==> config.mk <==
export PLATFORM = sky130hd
export DESIGN_NAME = mem_readback_streamer
export DESIGN_NICKNAME = d
export VERILOG_FILES = /design/src/rtl/mem_readback_pkg.sv /design/src/rtl/mem_readback_skid_buf.sv /design/src/rtl/mem_readback_streamer.sv
export SDC_FILE = /design/constraint.sdc
export NUM_CORES = 1
export LEC_CHECK = 0
export BUFFER_PORTS_ARGS = -buffer_cell sky130_fd_sc_hd__clkbuf_2
export CAP_MARGIN = 5
export CORE_ASPECT_RATIO = 2
export CORE_MARGIN = 1.5
export CORE_UTILIZATION = 25
export CTS_CLUSTER_DIAMETER = 200
export DETAILED_ROUTE_END_ITERATION = 7
export PLACE_DENSITY = 0.55
export SETUP_SLACK_MARGIN = 0.5
export SYNTH_ARGS = -nofsm -noshare
export SYNTH_HDL_FRONTEND = slang
export SYNTH_HIERARCHICAL = 1
export SYNTH_SLANG_ARGS = --single-unit
==> constraint.sdc <==
create_clock -name clk -period 2.2 [get_ports clk]
set_input_delay 0.22 -clock clk [delete_from_list [all_inputs] [get_ports clk]]
set_output_delay 0.22 -clock clk [all_outputs]
set_load 0.01 [all_outputs]
==> src/rtl/mem_readback_pkg.sv <==
// Shared types for the block-RAM readback streamer.
package mem_readback_pkg;

  typedef enum logic [1:0] {IDLE, RUN, DRAIN, DONE} state_t;

  localparam int CSUM_W = 32;

endpackage

==> src/rtl/mem_readback_skid_buf.sv <==
// Two-entry FIFO (data + last flag) whose head entry drives the output stream directly.
module mem_readback_skid_buf #(
  parameter int W = 16
) (
  input  logic         clk,
  input  logic         reset,
  input  logic         push,
  input  logic [W-1:0] din,
  input  logic         din_last,
  input  logic         pop,
  output logic [W-1:0] dout,
  output logic         dout_last,
  output logic         dout_valid,
  output logic [1:0]   count
);

  logic       wr_ptr_q, wr_ptr_d;
  logic       rd_ptr_q, rd_ptr_d;
  logic [1:0] count_q, count_d;

  for (genvar gi = 0; gi < 2; gi++) begin : g_entry
    localparam logic IDX = 1'(gi);
    logic [W-1:0] data_q;
    logic         last_q;

    always_ff @(posedge clk) begin
      if (!reset) begin
        data_q <= '0;
        last_q <= 1'b0;
      end else if (push && (wr_ptr_q == IDX)) begin
        data_q <= din;
        last_q <= din_last;
      end
    end
  end

  always_comb begin
    wr_ptr_d = wr_ptr_q ^ push;
    rd_ptr_d = rd_ptr_q ^ pop;
    count_d  = count_q;
    case ({push, pop})
      2'b10:   count_d = count_q + 2'd1;
      2'b01:   count_d = count_q - 2'd1;
      default: count_d = count_q;
    endcase
  end

  always_ff @(posedge clk) begin
    if (!reset) begin
      wr_ptr_q <= 1'b0;
      rd_ptr_q <= 1'b0;
      count_q  <= 2'd0;
    end else begin
      wr_ptr_q <= wr_ptr_d;
      rd_ptr_q <= rd_ptr_d;
      count_q  <= count_d;
    end
  end

  // Head entry is a plain register, so data/last cannot move while stalled.
  assign dout       = rd_ptr_q ? g_entry[1].data_q : g_entry[0].data_q;
  assign dout_last  = rd_ptr_q ? g_entry[1].last_q : g_entry[0].last_q;
  assign dout_valid = (count_q != 2'd0);
  assign count      = count_q;

endmodule

==> src/rtl/mem_readback_streamer.sv <==
// Sweeps an address window over a block-RAM read port and streams the words out with a last marker.
// Optional running checksum of accepted words is built only when CHECKSUM_EN is defined.
module mem_readback_streamer
  import mem_readback_pkg::*;
#(
  parameter int WID_MEM   = 16,
  parameter int DEPTH_MEM = 2048
) (
  input  logic                         clk,
  input  logic                         reset,
  input  logic                         start,
  input  logic [$clog2(DEPTH_MEM)-1:0] start_addr,
  input  logic [$clog2(DEPTH_MEM):0]   num_words,
  output logic [31:0]                  mem_raddr,
  input  logic [WID_MEM-1:0]           mem_dout,
  output logic [WID_MEM-1:0]           m_data,
  output logic                         m_valid,
  input  logic                         m_ready,
  output logic                         m_last,
  output logic                         busy,
  output logic                         done,
  output logic [CSUM_W-1:0]            checksum
);

  localparam int AW = $clog2(DEPTH_MEM);
  localparam logic [AW:0]   DEPTH_W   = (AW+1)'(DEPTH_MEM);
  localparam logic [AW-1:0] LAST_ADDR = AW'(DEPTH_MEM - 1);

  state_t        state_q, state_d;
  logic [AW-1:0] raddr_q, raddr_d;
  logic [AW:0]   remaining_q, remaining_d;
  logic          inflight_q, inflight_d;
  logic          inflight_last_q, inflight_last_d;

  logic          pop;
  logic          issue;
  logic          credit_ok;
  logic [1:0]    occ;
  logic [AW:0]   words_clamped;

  mem_readback_skid_buf #(.W(WID_MEM)) u_buf (
    .clk        (clk),
    .reset      (reset),
    .push       (inflight_q),
    .din        (mem_dout),
    .din_last   (inflight_last_q),
    .pop        (pop),
    .dout       (m_data),
    .dout_last  (m_last),
    .dout_valid (m_valid),
    .count      (occ)
  );

  // raddr_q holds the next address to read; an issue is the edge at which the
  // memory samples it, so the word lands on mem_dout and is pushed one edge later.
  always_comb begin
    pop           = m_valid & m_ready;
    credit_ok     = ({1'b0, occ} + {2'b00, inflight_q}) < (3'd2 + {2'b00, pop});
    issue         = (state_q == RUN) && (remaining_q != '0) && credit_ok;
    words_clamped = (num_words > DEPTH_W) ? DEPTH_W : num_words;
  end

  always_comb begin
    state_d         = state_q;
    raddr_d         = raddr_q;
    remaining_d     = remaining_q;
    inflight_d      = issue;
    inflight_last_d = issue && (remaining_q == (AW+1)'(1));
    case (state_q)
      IDLE: begin
        if (start) begin
          raddr_d     = start_addr;
          remaining_d = words_clamped;
          state_d     = (num_words == '0) ? DONE : RUN;
        end
      end
      RUN: begin
        if (issue) begin
          remaining_d = remaining_q - (AW+1)'(1);
          if (remaining_q == (AW+1)'(1)) begin
            state_d = DRAIN;
          end else begin
            raddr_d = (raddr_q == LAST_ADDR) ? '0 : raddr_q + AW'(1);
          end
        end
      end
      DRAIN: begin
        if (!inflight_q && (occ == {1'b0, pop})) begin
          state_d = DONE;
        end
      end
      DONE:    state_d = IDLE;
      default: state_d = IDLE;
    endcase
  end

  always_ff @(posedge clk) begin
    if (!reset) begin
      state_q         <= IDLE;
      raddr_q         <= '0;
      remaining_q     <= '0;
      inflight_q      <= 1'b0;
      inflight_last_q <= 1'b0;
    end else begin
      state_q         <= state_d;
      raddr_q         <= raddr_d;
      remaining_q     <= remaining_d;
      inflight_q      <= inflight_d;
      inflight_last_q <= inflight_last_d;
    end
  end

  assign mem_raddr = {{(32-AW){1'b0}}, raddr_q};
  assign busy      = (state_q != IDLE);
  assign done      = (state_q == DONE);

`ifdef CHECKSUM_EN
  logic [CSUM_W-1:0] csum_q, csum_d;

  always_comb begin
    csum_d = csum_q;
    if ((state_q == IDLE) && start) begin
      csum_d = '0;
    end else if (pop) begin
      csum_d = csum_q + CSUM_W'(m_data);
    end
  end

  always_ff @(posedge clk) begin
    if (!reset) begin
      csum_q <= '0;
    end else begin
      csum_q <= csum_d;
    end
  end

  assign checksum = csum_q;
`else
  assign checksum = '0;
`endif

endmodule

== After elaboration in Yosys (flattened, before gate mapping) ==
Cells that the tools add are included.
W data, S select, Z words.

* Output and inout bits: 84
* Flip-flop bits (word level): 65
* Word-level logic and storage cells: 72

* Add/subtract/negate cells: 6
* Equal/unequal tests: 13
* Magnitude comparators: 2
* Bitwise gates (word level): 4
* Reduce and logical (&&, ||, !) cells: 17
* Multiplexer cells: 18

{| class="wikitable"
|+ Operators with widths
! cell !! count
|-
| $mux W11 || 4
|-
| $mux W12 || 3
|-
| $pmux W12 S2 || 1
|-
| $pmux W11 S2 || 1
|-
| $mux W16 || 1
|-
| $eq A12 B1 Y1 const B || 1
|-
| $gt A12 B12 Y1 const B || 1
|-
| $logic_not A12 Y1 || 1
|-
| $reduce_bool A12 Y1 || 1
|-
| $sub A12 B1 Y12 const B || 1
|-
| $add A11 B1 Y11 const B || 1
|-
| $eq A11 B11 Y1 const B || 1
|-
| $mux W2 || 5
|-
| $ne A2 B2 Y1 const B || 4
|-
| $pmux W2 S4 || 1
|-
| $reduce_and A4 Y1 || 2
|-
| $reduce_bool A2 Y1 || 4
|-
| $eq A2 B2 Y1 const B || 3
|-
| $logic_and A1 B1 Y1 || 6
|-
| $eq A2 B1 Y1 const B || 2
|-
| $pmux W2 S2 || 1
|-
| $add A2 B1 Y3 || 1
|-
| $add A2 B1 Y3 const A || 1
|-
| $lt A3 B3 Y1 || 1
|-
| 11 further kinds || 12
|}

== Longest topological paths before layout ==
Gate-level depths: netlist of the first run.

* Word-level depth: 7
* Mapped depth: 8
* Mapped depth without buffers: 7

== Modules after synthesis ==
The synthesis of the first run kept the hierarchy.

{| class="wikitable"
|+ By module, submodules not included
! module !! area an instance (µm²) !! cells an instance !! instances
|-
| mem_readback_streamer || 2386.0 || 305 || 1
|-
| mem_readback_skid_buf || 1677.9 || 148 || 1
|}

== Worst setup path before layout of the first run ==
OpenSTA, ideal clock, no wires.

* Path type: reg2reg
* From: register u_buf.count_q[0] (netlist: u_buf/count[0])
* To: register remaining_q[1]
* Stages on the path, launching flop included: 7
* Data required time: 2078 ps
* Clock period less this slack: 2083 ps
* Setup slack: 117 ps
* Path buffers: 1
* Arrival: 1961 ps
* Path through: dfxtp_1 > ha_1 > nand3b_1 > a211oi_2 > o221ai_4 > buf_4 > o311a_1

* Longest elaborated chain between the ends: 7

{| class="wikitable"
|+ Ends and longest elaborated chain
! element !! RTL line !! source
|-
| start: declaration || mem_readback_skid_buf.sv:19 || <nowiki>logic [1:0] count_q, count_d;</nowiki>
|-
| start signal: assignment || mem_readback_skid_buf.sv:56 || <nowiki>count_q <= count_d;</nowiki>
|-
| $reduce_bool A2 Y1 || mem_readback_skid_buf.sv:63 || <nowiki>assign dout_valid = (count_q != 2'd0);</nowiki>
|-
| $and A1 B1 Y1 || mem_readback_streamer.sv:57 || <nowiki>pop = m_valid & m_ready;</nowiki>
|-
| $add A2 B1 Y3 || mem_readback_streamer.sv:58 || <nowiki>credit_ok = ({1'b0, occ} + {2'b00, inflight_q}) < (3'd2 + {2'b00, pop});</nowiki>
|-
| $lt A3 B3 Y1 (*) || mem_readback_streamer.sv:58 ||
|-
| $logic_and A1 B1 Y1 (*) || mem_readback_streamer.sv:59 || <nowiki>issue = (state_q == RUN) && (remaining_q != '0) && credit_ok;</nowiki>
|-
| $ne A2 B2 Y1 (no line) (*) || - ||
|-
| $reduce_and A3 Y1 (no line) (*) || - ||
|-
| end signal: assignment || mem_readback_streamer.sv:107 || <nowiki>remaining_q <= remaining_d;</nowiki>
|-
| end: declaration || mem_readback_streamer.sv:31 || <nowiki>logic [AW:0] remaining_q, remaining_d;</nowiki>
|}

Every way passes the cells marked *; elsewhere a longest branch is shown, timed or not.
A chain may end at the register's enable or synchronous reset.

== Worst setup path in the final report of the first run ==
* From: register inflight_q
* To: register remaining_q[0]

* Longest elaborated chain between the ends: 5

{| class="wikitable"
|+ Ends and longest elaborated chain
! element !! RTL line !! source
|-
| start: declaration || mem_readback_streamer.sv:32 || <nowiki>logic inflight_q, inflight_d;</nowiki>
|-
| start signal: assignment || mem_readback_streamer.sv:108 || <nowiki>inflight_q <= inflight_d;</nowiki>
|-
| $add A2 B1 Y3 || mem_readback_streamer.sv:58 ||
|-
| $lt A3 B3 Y1 || mem_readback_streamer.sv:58 ||
|-
| $logic_and A1 B1 Y1 || mem_readback_streamer.sv:59 ||
|-
| $ne A2 B2 Y1 (no line) || - ||
|-
| $reduce_and A3 Y1 (no line) || - ||
|}

Every way passes these cells.

==> results of run 1 <==
-- cell usage after synthesis, types with 2 or more instances --
master	n	area [um2]
o211ai_1	2	15.0
a31oi_1	5	31.3
mux2i_1	37	370
and2_1	4	25.0
dfxtp_1	65	1300
o31ai_1	2	15.0
buf_2	3	15.0
inv_1	17	63.8
o21ai_0	12	60.1
a21oi_1	25	125
ha_1	14	175
nand2_1	27	101
buf_4	60	450
xnor2_1	5	43.8
o221ai_1	3	26.3
o2bb2ai_1	2	17.5
o22ai_1	7	43.8
nor4b_1	2	17.5
nor4_1	7	43.8
nand4_1	3	18.8
nor3b_1	2	15.0
or3_1	3	18.8
nand3_1	5	25.0
nor3_1	8	40.0
o211a_1	3	30.0
xor2_1	2	17.5
nor2b_1	39	244
clkbuf_1	12	45.0
mux2_2	17	191
nand3b_1	2	15.0
or2_2	2	12.5
o221a_2	4	45.0
and3_1	6	37.5
nor2_1	18	67.6
nand2b_1	4	25.0
a21boi_1	2	15.0
-- cell type report --
type	count	area, um2
clock inverter	7	118
tap	201	251
clock buffer	9	225
fill	1705	10500
timing repair buffer	114	717
sequential	65	1320
inverter	18	67.6
multi-input combinational	347	2650
-- worst min-delay path by stage --
stage                                      start                                       end  slack [ns]  cells past startpoint
finish                              mem_dout[10]  u_buf/g_entry[0].data_q[10]$_SDFFE_PN0P_        0.18                      3
CTS                                 mem_dout[10]  u_buf/g_entry[0].data_q[10]$_SDFFE_PN0P_        0.17                      3
detailed placement  remaining_q[10]$_SDFFE_PN0P_              remaining_q[10]$_SDFFE_PN0P_        0.44                      2
global route                         mem_dout[9]   u_buf/g_entry[1].data_q[9]$_SDFFE_PN0P_        0.19                      3
global placement    remaining_q[10]$_SDFFE_PN0P_              remaining_q[10]$_SDFFE_PN0P_        0.44                      2
floorplan                            mem_dout[0]   u_buf/g_entry[1].data_q[0]$_SDFFE_PN0P_        0.39                      2
-- flip-flops by register name, indices dropped and copies added (netlist names) --
name	flops
inflight_q	1
u_buf/g_entry.last_q	2
u_buf/g_entry.data_q	32
u_buf/count	2
raddr_q	11
state_q	2
u_buf/wr_ptr_q	1
u_buf/rd_ptr_q	1
inflight_last_q	1
remaining_q	12
-- kinds of logic after synthesis --
kind of cell,count (synthesis)
xor+xnor,7
fa+ha+maj,14
buf+inv,94
other cells,1
simple gates,139
mux,54
compound gates,79
flops,65
-- worst min-delay path, stage by stage --
cell and delay [ns]:
clkbuf_2 0.09, mux2i_1 0.06, nor2b_1 0.09
-- per-layer routing --
metal,GRT usage (%),up-vias,wire length [um]
met1,11.6,1647,4010
met4,6.55,0,329
met5,0,-,0
li1,-,1691,-
met2,22.6,136,5730
met3,2.53,20,565
-- stage by stage --
step	std cells	setup slack, ns	hold WS [ns]
after floorplan	505	0.339	0.389
after global placement	721	0.165	0.444
after detailed placement	721	0.0740	0.442
after CTS	750	0.231	0.168
after global routing	761	0.146	0.187
final	761	0.222	0.182
-- repair_timing --
item | 4_1_cts | 5_1_grt
pin swaps | 13 | 14
gates resized for setup | 19 | 39
gates cloned | 1 | 1
setup buffers | 12 | 10
setup endpoints to repair | 29 | 28
-- power breakdown --
group	internal [mW]	switching, mW	total (mW)
sequential	1.46	0.307	1.76
combinational	2.01	2.14	4.15
clock	1.11	0.522	1.63
total	4.57	2.97	7.54
==> key figures, run 1 <==
Synthesis
  – Post-synth EDFFs: 0
  – Synthesized cell area: 0.00406 mm2
  – Post-synthesis cell type count: 58
  – Complex-gate fraction of the synthesized area: roughly 14%
  – Synth Area in Adders: approximately 4.3%
  – Post-Synth XOR/XNOR Area: under 10%
  – Cells after Synth: ~450
  – #FFs+latches synth: 65
  – Ys Warns: 6
  – FFs w/ async S/R, synth: 0%
  – Syn Area/Cell: 8.97 um2
  – Synth Flop Type: dfxtp_1
  – Sequential share of the synthesized area: about a third
  – Simple-gate share of the synthesized area: 19.7%
  – Mux share of post-synthesis cell area: 13.8%
  – Main combinational cell family by area after synthesis: simple AND/OR/NAND/NOR gates

Timing
  – Max Clock Skew: 0.00638 ns
  – Tmin final: 1.98 ns
  – Slew HR: between 50% and 60%
  – Max Clk Rate: just over 500 MHz
  – Final Hold Fails: 0
  – Fin crit share: about nine tenths
  – Actual slew at the worst max-slew pin: 0.741 ns
  – Fin. max-slew vios: 0
  – Fin Setup TNS: 0 ns
  – RSZ-0062 raised after global routing: true
  – Final setup viols: 0

Critical path
  – Startpoint Class: flip-flop
  – CP arrival: 2.19 ns
  – CP endpoint: remaining_q[0]$_SDFFE_PN0P_
  – Max FO, Critical Path: 6
  – Critical path depth: 7
  – Worst stage delay on the critical path: 0.35 ns
  – CP required: 2.41 ns
  – RR Startpoint: inflight_q$_SDFF_PN0_
  – Critical Path Start: inflight_q$_SDFF_PN0_
  – CP Capture Type: flip-flop
  – R2R Setup Slk: 0.22 ns
  – Critical path's top delay family: compound AO/OA/AOI/OAI gates
  – Crit path kind: reg2reg
  – Reg2reg end: remaining_q[0]$_SDFFE_PN0P_
  – Worst reg-to-reg path cell count: 7
  – Slowest CP cell: dfxtp_4
  – CP Buf/Inv Count: 1
  – Crit path cell chain: ha_4, nand3b_1, a211oi_4, o221ai_4, buf_6, a211o_1, and3_1

Clocking
  – Hold Buf Count CTS: 0
  – Bufs on Longest Clock Path: 2
  – Clock H-tree levels: 3
  – Worst-path clk slew: 0.05 ns
  – Sink Count: 65
  – CTS tree: done
  – CTS Root Cell: clkbuf_16
  – Total CTS buffers: 9
  – Clk_lat worst skew: 0.32 ns

Finish
  – P&R area growth vs syn: 31.6%
  – # nets final: 612
  – Inserted Diodes: 0
  – Leading cell types in the layout, fill and taps excluded: clkbuf_2, dfxtp_1, conb_1
  – Commonest non-fill, non-tap cell in the layout: clkbuf_2
  – Share of layout cells above drive strength 1: a little under two fifths
  – Final Instance Area: roughly 0.0053 mm2
  – Post-layout util: 33.7%

Routing
  – Vias/cell: between 4 and 5
  – Antenna Nets Post-Route: 0
  – Total number of vias: 3494
  – Drc violations: 0
  – Initial DRT Pass Iterations: 6
  – Routed WL: 10600 um
  – DR WL/cell: 14.0 um
  – Starting DRC count in detailed routing: 75

Global route
  – Via count of the first global-routing pass: 3469
  – GRT Total Usage: 11.9%
  – Total gr overflow: 0
  – Largest net degree at the start of global routing: 37
  – Initial antenna violation count: 0
  – First-pass GRT wire length: 16300 um

Placed design
  – DP Area: between 0.004 and 0.005 mm2
  – HPWL after DPL: 7640 um
  – Gpl congestion: 0.851
  – IO Port Bufs: 73

Power and ir drop
  – PwrDens: 1410 mW/mm2
  – Leak pwr: 2.19 nW
  – Total design power: 7.54 mW
  – Peak VDD IR: 0.000599 V

Floorplanning
  – Total die area: 0.0171 mm2
  – IO Pins: 127
  – Total core area: roughly 0.016 mm2
  – Site row count: 65
  – Starting Density: 25.6%
  – Die height: approximately 180 um
  – Die X: 93.2 um

Min path
  – Hold Crit Class: in2reg

Job
  – Max Cap Viol: 0

Status
  – Outcome: complete, no violations
Power figures use the tool's default switching activity.
==> run 2, diff against run 1 <==
- CORE_ASPECT_RATIO: 2 -> not set
- CTS_CLUSTER_DIAMETER: 200 -> not set
==> key figures, run 2 (synthesized netlist as in run 1, its figures left out) <==
Clocking
  – Clock H-tree levels: 3
  – CTS tree: done
  – Hold Buf Count CTS: 0
  – Total CTS buffers: 9
  – Worst-path clk slew: roughly 0.060 ns
  – Bufs on Longest Clock Path: 2
  – CTS Root Cell: clkbuf_16
  – Sink Count: 65
  – Clk_lat worst skew: 0.33 ns

Routing
  – Vias/cell: between 4 and 5
  – Total number of vias: 3413
  – DR WL/cell: roughly 13 um
  – Drc violations: 0
  – Starting DRC count in detailed routing: 128
  – Initial DRT Pass Iterations: 4
  – Routed WL: 10300 um
  – Antenna Nets Post-Route: 0

Power and ir drop
  – Leak pwr: 2.15 nW
  – Total design power: 7.14 mW
  – Peak VDD IR: roughly 0.00064 V
  – PwrDens: 1360 mW/mm2

Finish
  – P&R area growth vs syn: 29.2%
  – Biggest regs: u_buf/g_entry.data_q (32), remaining_q (12), raddr_q (11)
  – Commonest non-fill, non-tap cell in the layout: clkbuf_2
  – Max reg flops: 32
  – # nets final: 606
  – Biggest register: u_buf/g_entry.data_q
  – Share of layout cells above drive strength 1: about 34%
  – Final std cells w/o fill: 770
  – Leading cell types in the layout, fill and taps excluded: clkbuf_2, dfxtp_1, conb_1
  – Inserted Diodes: 0
  – Post-layout util: between 30% and 40%

Placed design
  – Gpl congestion: between 0.8 and 0.9
  – HPWL after DPL: 7260 um
  – Dpl cells: 737
  – Pre-CTS WS: 0.0292 ns
  – IO Port Bufs: 73

Job
  – Max Cap Viol: 0

Floorplanning
  – Site row count: 46
  – IO Pins: 127
  – Total core area: between 0.015 and 0.02 mm2
  – Total die area: 0.0170 mm2
  – Starting Density: 25.6%
  – Die height: between 100 and 150 um
  – Die X: 130 um

Timing
  – Fin Setup TNS: 0 ns
  – Final Hold Fails: 0
  – Max Clock Skew: ~0.0048 ns
  – Actual slew at the worst max-slew pin: about 0.53 ns
  – Slew HR: 64.5%
  – RSZ-0062 raised after global routing: true
  – Setup slack after layout: 0.300 ns
  – Fin crit share: 86.4%
  – Fin. max-slew vios: 0
  – Final setup viols: 0
  – Tmin final: 1.90 ns
  – Max Clk Rate: 526 MHz

Min path
  – Hold Crit Class: in2reg
  – Hold Path End: u_buf/g_entry[0].data_q[5]$_SDFFE_PN0P_
  – Hold_sp: mem_dout[5]
  – Worst hold path depth: 3

Global route
  – GRT Total Usage: around an eighth
  – Total gr overflow: 0
  – First-pass GRT wire length: 16000 um
  – Largest net degree at the start of global routing: 39
  – Initial antenna violation count: 0
  – Via count of the first global-routing pass: about 3300

Critical path
  – R2R Setup Slk: about 0.30 ns
  – Max FO, Critical Path: 8
  – Crit path kind: reg2reg
  – Reg2reg end: remaining_q[9]$_SDFFE_PN0P_
  – CP required: 2.42 ns
  – Worst reg-to-reg path cell count: 8
  – CP Capture Type: flip-flop
  – Startpoint Class: flip-flop
  – CP arrival: 2.12 ns
  – RR Startpoint: u_buf/count[0]$_SDFFE_PN0P_

Status
  – Outcome: complete, no violations
-- run 2: layer usage --
metal / wire length (um) / vias up / track usage, %
met3: 622 / 11 / 3.46
met2: 4900 / 106 / 20.2
met1: 4630 / 1614 / 14.4
met4: 144 / 0 / 3.36
li1: - / 1682 / -
met5: 0 / - / 0
-- run 2: timing repair --
item,4_1_cts,5_1_grt
resized for setup,27,18
pin swaps,15,8
endpoints found under the setup margin,43,29
setup buffers,12,3
gates cloned,2,0
-- run 2: area by class of cell --
cell class,count,area (um2)
Timing Repair Buffer,107,663
Sequential cell,65,1310
Clock buffer,9,225
Clock inverter,7,80.1
Multi-Input combinational cell,348,2630
Inverter,18,67.6
Tap cell,216,270
Fill cell,1717,10600
-- run 2: how the worst max path moves through the flow --
stage	start	to	depth (start not counted)
4_1_cts	inflight_q$_SDFF_PN0_	raddr_q[3]$_SDFFE_PN0P_	8
6_report	u_buf/count[0]$_SDFFE_PN0P_	remaining_q[9]$_SDFFE_PN0P_	8
3_5_place_dp	u_buf/count[0]$_SDFFE_PN0P_	remaining_q[9]$_SDFFE_PN0P_	7
2_1_floorplan	u_buf/count[0]$_SDFFE_PN0P_	raddr_q[9]$_SDFFE_PN0P_	7
5_1_grt	inflight_q$_SDFF_PN0_	remaining_q[11]$_SDFFE_PN0P_	8
3_3_place_gp	u_buf/count[0]$_SDFFE_PN0P_	remaining_q[9]$_SDFFE_PN0P_	7
-- run 2: where the power goes --
part,internal [mW],switching [mW]
clock network,0.888,0.562
registers,1.45,0.308
logic,1.87,2.05
-- run 2: critical path: stages (launching register included) --
cell,delay (ns)
dfxtp_4,0.36
ha_4,0.16
ha_4,0.29
a211oi_4,0.06
buf_6,0.15
o221ai_4,0.26
buf_6,0.19
nor2_4,0.04
o221a_4,0.28
-- run 2: stage by stage --
| stage | hold WS [ns] | cell area, um2 |
|---|---|---|
| after global routing | 0.172 | 5250 |
| after floorplan | 0.389 | 4330 |
| after detailed placement | 0.451 | 4580 |
| after global placement | 0.443 | 4580 |
| final | 0.169 | 5250 |
| after CTS | 0.161 | 5150 |
==> run 3, diff against run 2 <==
- CTS_BUF_LIST: not set -> sky130_fd_sc_hd__clkbuf_8
==> key figures, run 3 (synthesized netlist as in run 1, its figures left out) <==
Status
  – Outcome: complete, no violations

Routing
  – Initial DRT Pass Iterations: 4
  – Vias/cell: around 4.4
  – Drc violations: 0
  – Antenna Nets Post-Route: 0
  – DR WL/cell: 13.3 um
  – Starting DRC count in detailed routing: 128
  – Routed WL: 10200 um
  – Total number of vias: about 3400

Power and ir drop
  – Internal: 3.74 mW
  – Sw Ratio: 43.1%
  – Comb power frac: roughly 57%
  – Sequential power share: about a quarter
  – Total design power: between 6 and 7 mW
  – Clock power frac: 16.1%
  – Peak VDD IR: 0.000601 V
  – Leak pwr: ~2.1 nW
  – PwrDens: ~1300 mW/mm2
  – Psw: 2.83 mW

Floorplanning
  – Die height: 130 um
  – IO Pins: 127
  – Starting Density: 25.6%
  – Total die area: roughly 0.017 mm2
  – Site row count: 46
  – Die X: around 130 um
  – Total core area: 0.0159 mm2

Timing
  – Fin Setup TNS: 0 ns
  – RSZ-0062 raised after global routing: true
  – Max Clock Skew: 0.00818 ns
  – Actual slew at the worst max-slew pin: 0.529 ns
  – Max Clk Rate: 524 MHz
  – Fin crit share: 86.7%
  – Slew HR: 64.8%
  – Final Hold Fails: 0
  – Fin. max-slew vios: 0
  – Tmin final: 1.91 ns
  – Final setup viols: 0

Finish
  – # nets final: 602
  – Leading cell types in the layout, fill and taps excluded: clkbuf_2, dfxtp_1, conb_1
  – Inserted Diodes: 0
  – Biggest register: u_buf/g_entry.data_q
  – P&R area growth vs syn: 25.5%
  – Fill cells: 1730
  – Biggest regs: u_buf/g_entry.data_q (32), remaining_q (12), raddr_q (11)
  – Commonest non-fill, non-tap cell in the layout: clkbuf_2
  – Max reg flops: 32
  – Share of layout cells above drive strength 1: 33.8%
  – Final std cells w/o fill: between 700 and 800

Placed design
  – Dpl cells: 737
  – HPWL after DPL: approximately 7300 um
  – IO Port Bufs: between 70 and 80
  – Gpl congestion: between 0.8 and 0.9

Critical path
  – Worst reg-to-reg path cell count: 8
  – CP arrival: between 2 and 2.5 ns
  – CP endpoint: remaining_q[9]$_SDFFE_PN0P_
  – CP Capture Type: flip-flop
  – CP required: 2.45 ns
  – Crit path kind: reg2reg
  – Startpoint Class: flip-flop
  – R2R Setup Slk: approximately 0.29 ns
  – RR Startpoint: u_buf/count[0]$_SDFFE_PN0P_
  – Reg2reg end: remaining_q[9]$_SDFFE_PN0P_
  – Critical Path Start: u_buf/count[0]$_SDFFE_PN0P_
  – Max FO, Critical Path: 8

Clocking
  – Clock H-tree levels: 3
  – Hold Buf Count CTS: 0
  – Sink Count: 65
  – CTS Root Cell: clkbuf_8
  – Bufs on Longest Clock Path: 2
  – Clk_lat worst skew: approximately 0.36 ns
  – Total CTS buffers: 9
  – Worst-path clk slew: 0.08 ns
  – CTS tree: done

Global route
  – Largest net degree at the start of global routing: 39
  – Total gr overflow: 0
  – GRT Total Usage: 11.8%
  – Via count of the first global-routing pass: 3246
  – First-pass GRT wire length: between 15000 and 20000 um
  – Initial antenna violation count: 0

Job
  – Max Cap Viol: 0

Min path
  – Hold_sp: mem_dout[4]
  – Worst hold path depth: 3
  – Hold Crit Class: in2reg
run 3: cell types whose count changed in the layout (fill, tap and decap cells not counted), moves of 2 or more:
cell	delta
o21ai_0	-2
o21ai_1	+2
buf_6	-2
clkbuf_16	-9
clkbuf_8	+9
buf_4	-2
run 3: critical path, stage by stage (launching register included):
cell and delay (ns):
dfxtp_4 0.37, ha_4 0.16, ha_4 0.29, a211oi_4 0.06
buf_6 0.15, o221ai_4 0.26, buf_6 0.20, nor2_4 0.04
o221a_4 0.28
run 3: layer usage:
metal  share of wire [%]  vias up  global-route usage [%]
met4                 1.7        0                    3.62
met2                  48      102                    20.1
met3                 5.8       14                    3.38
met5                   0        -                       0
li1                    -     1678                       -
met1                  45     1600                    14.5
run 3: power groups by stage:
stage                     sequential [mW]  combinational [mW]  clock [mW]
final                                1.74                3.77        1.06
after floorplan                      1.72                2.27           0
after global placement               1.74                2.91           0
after detailed placement             1.76                2.97           0
after CTS                            1.73                3.59        1.10
after global routing                 1.79                4.11        1.16
run 3: area by class of cell:
type	instances	area [um2]	share of cell area [%]
inverter	18	67.6	1.32
timing repair buffer	103	631	12.4
multi-input combinational	348	2620	51.3
clock buffer	9	124	2.43
tap	216	270	5.30
clock inverter	7	80.1	1.57
sequential	65	1310	25.7
run 3: what timing repair did:
action	in CTS	in global routing
pin swaps	13	7
resized for setup	26	18
setup buffers	9	2
cloned	2	0
setup endpoints to repair	43	37
run 3: how the worst min path moves through the flow:
stage,endpoint,slack [ns]
2_1_floorplan,u_buf/g_entry[1].data_q[0]$_SDFFE_PN0P_,0.39
3_3_place_gp,remaining_q[10]$_SDFFE_PN0P_,0.44
3_5_place_dp,remaining_q[10]$_SDFFE_PN0P_,0.45
4_1_cts,u_buf/g_entry[1].data_q[4]$_SDFFE_PN0P_,0.12
5_1_grt,u_buf/g_entry[1].data_q[15]$_SDFFE_PN0P_,0.14
6_report,u_buf/g_entry[1].data_q[4]$_SDFFE_PN0P_,0.14
run 3: through the flow:
| stage | worst slack, ns | util, % | hold slack, ns | instance area, um2 |
|---|---|---|---|---|
| after floorplan | 0.339 | - | 0.389 | 4330 |
| after global placement | 0.0913 | 28.8 | 0.443 | 4580 |
| after detailed placement | 0.0292 | 28.8 | 0.451 | 4580 |
| after CTS | 0.261 | 31.5 | 0.122 | 5010 |
| after global routing | 0.209 | 32.1 | 0.136 | 5100 |
| final | 0.292 | 32.1 | 0.142 | 5100 |
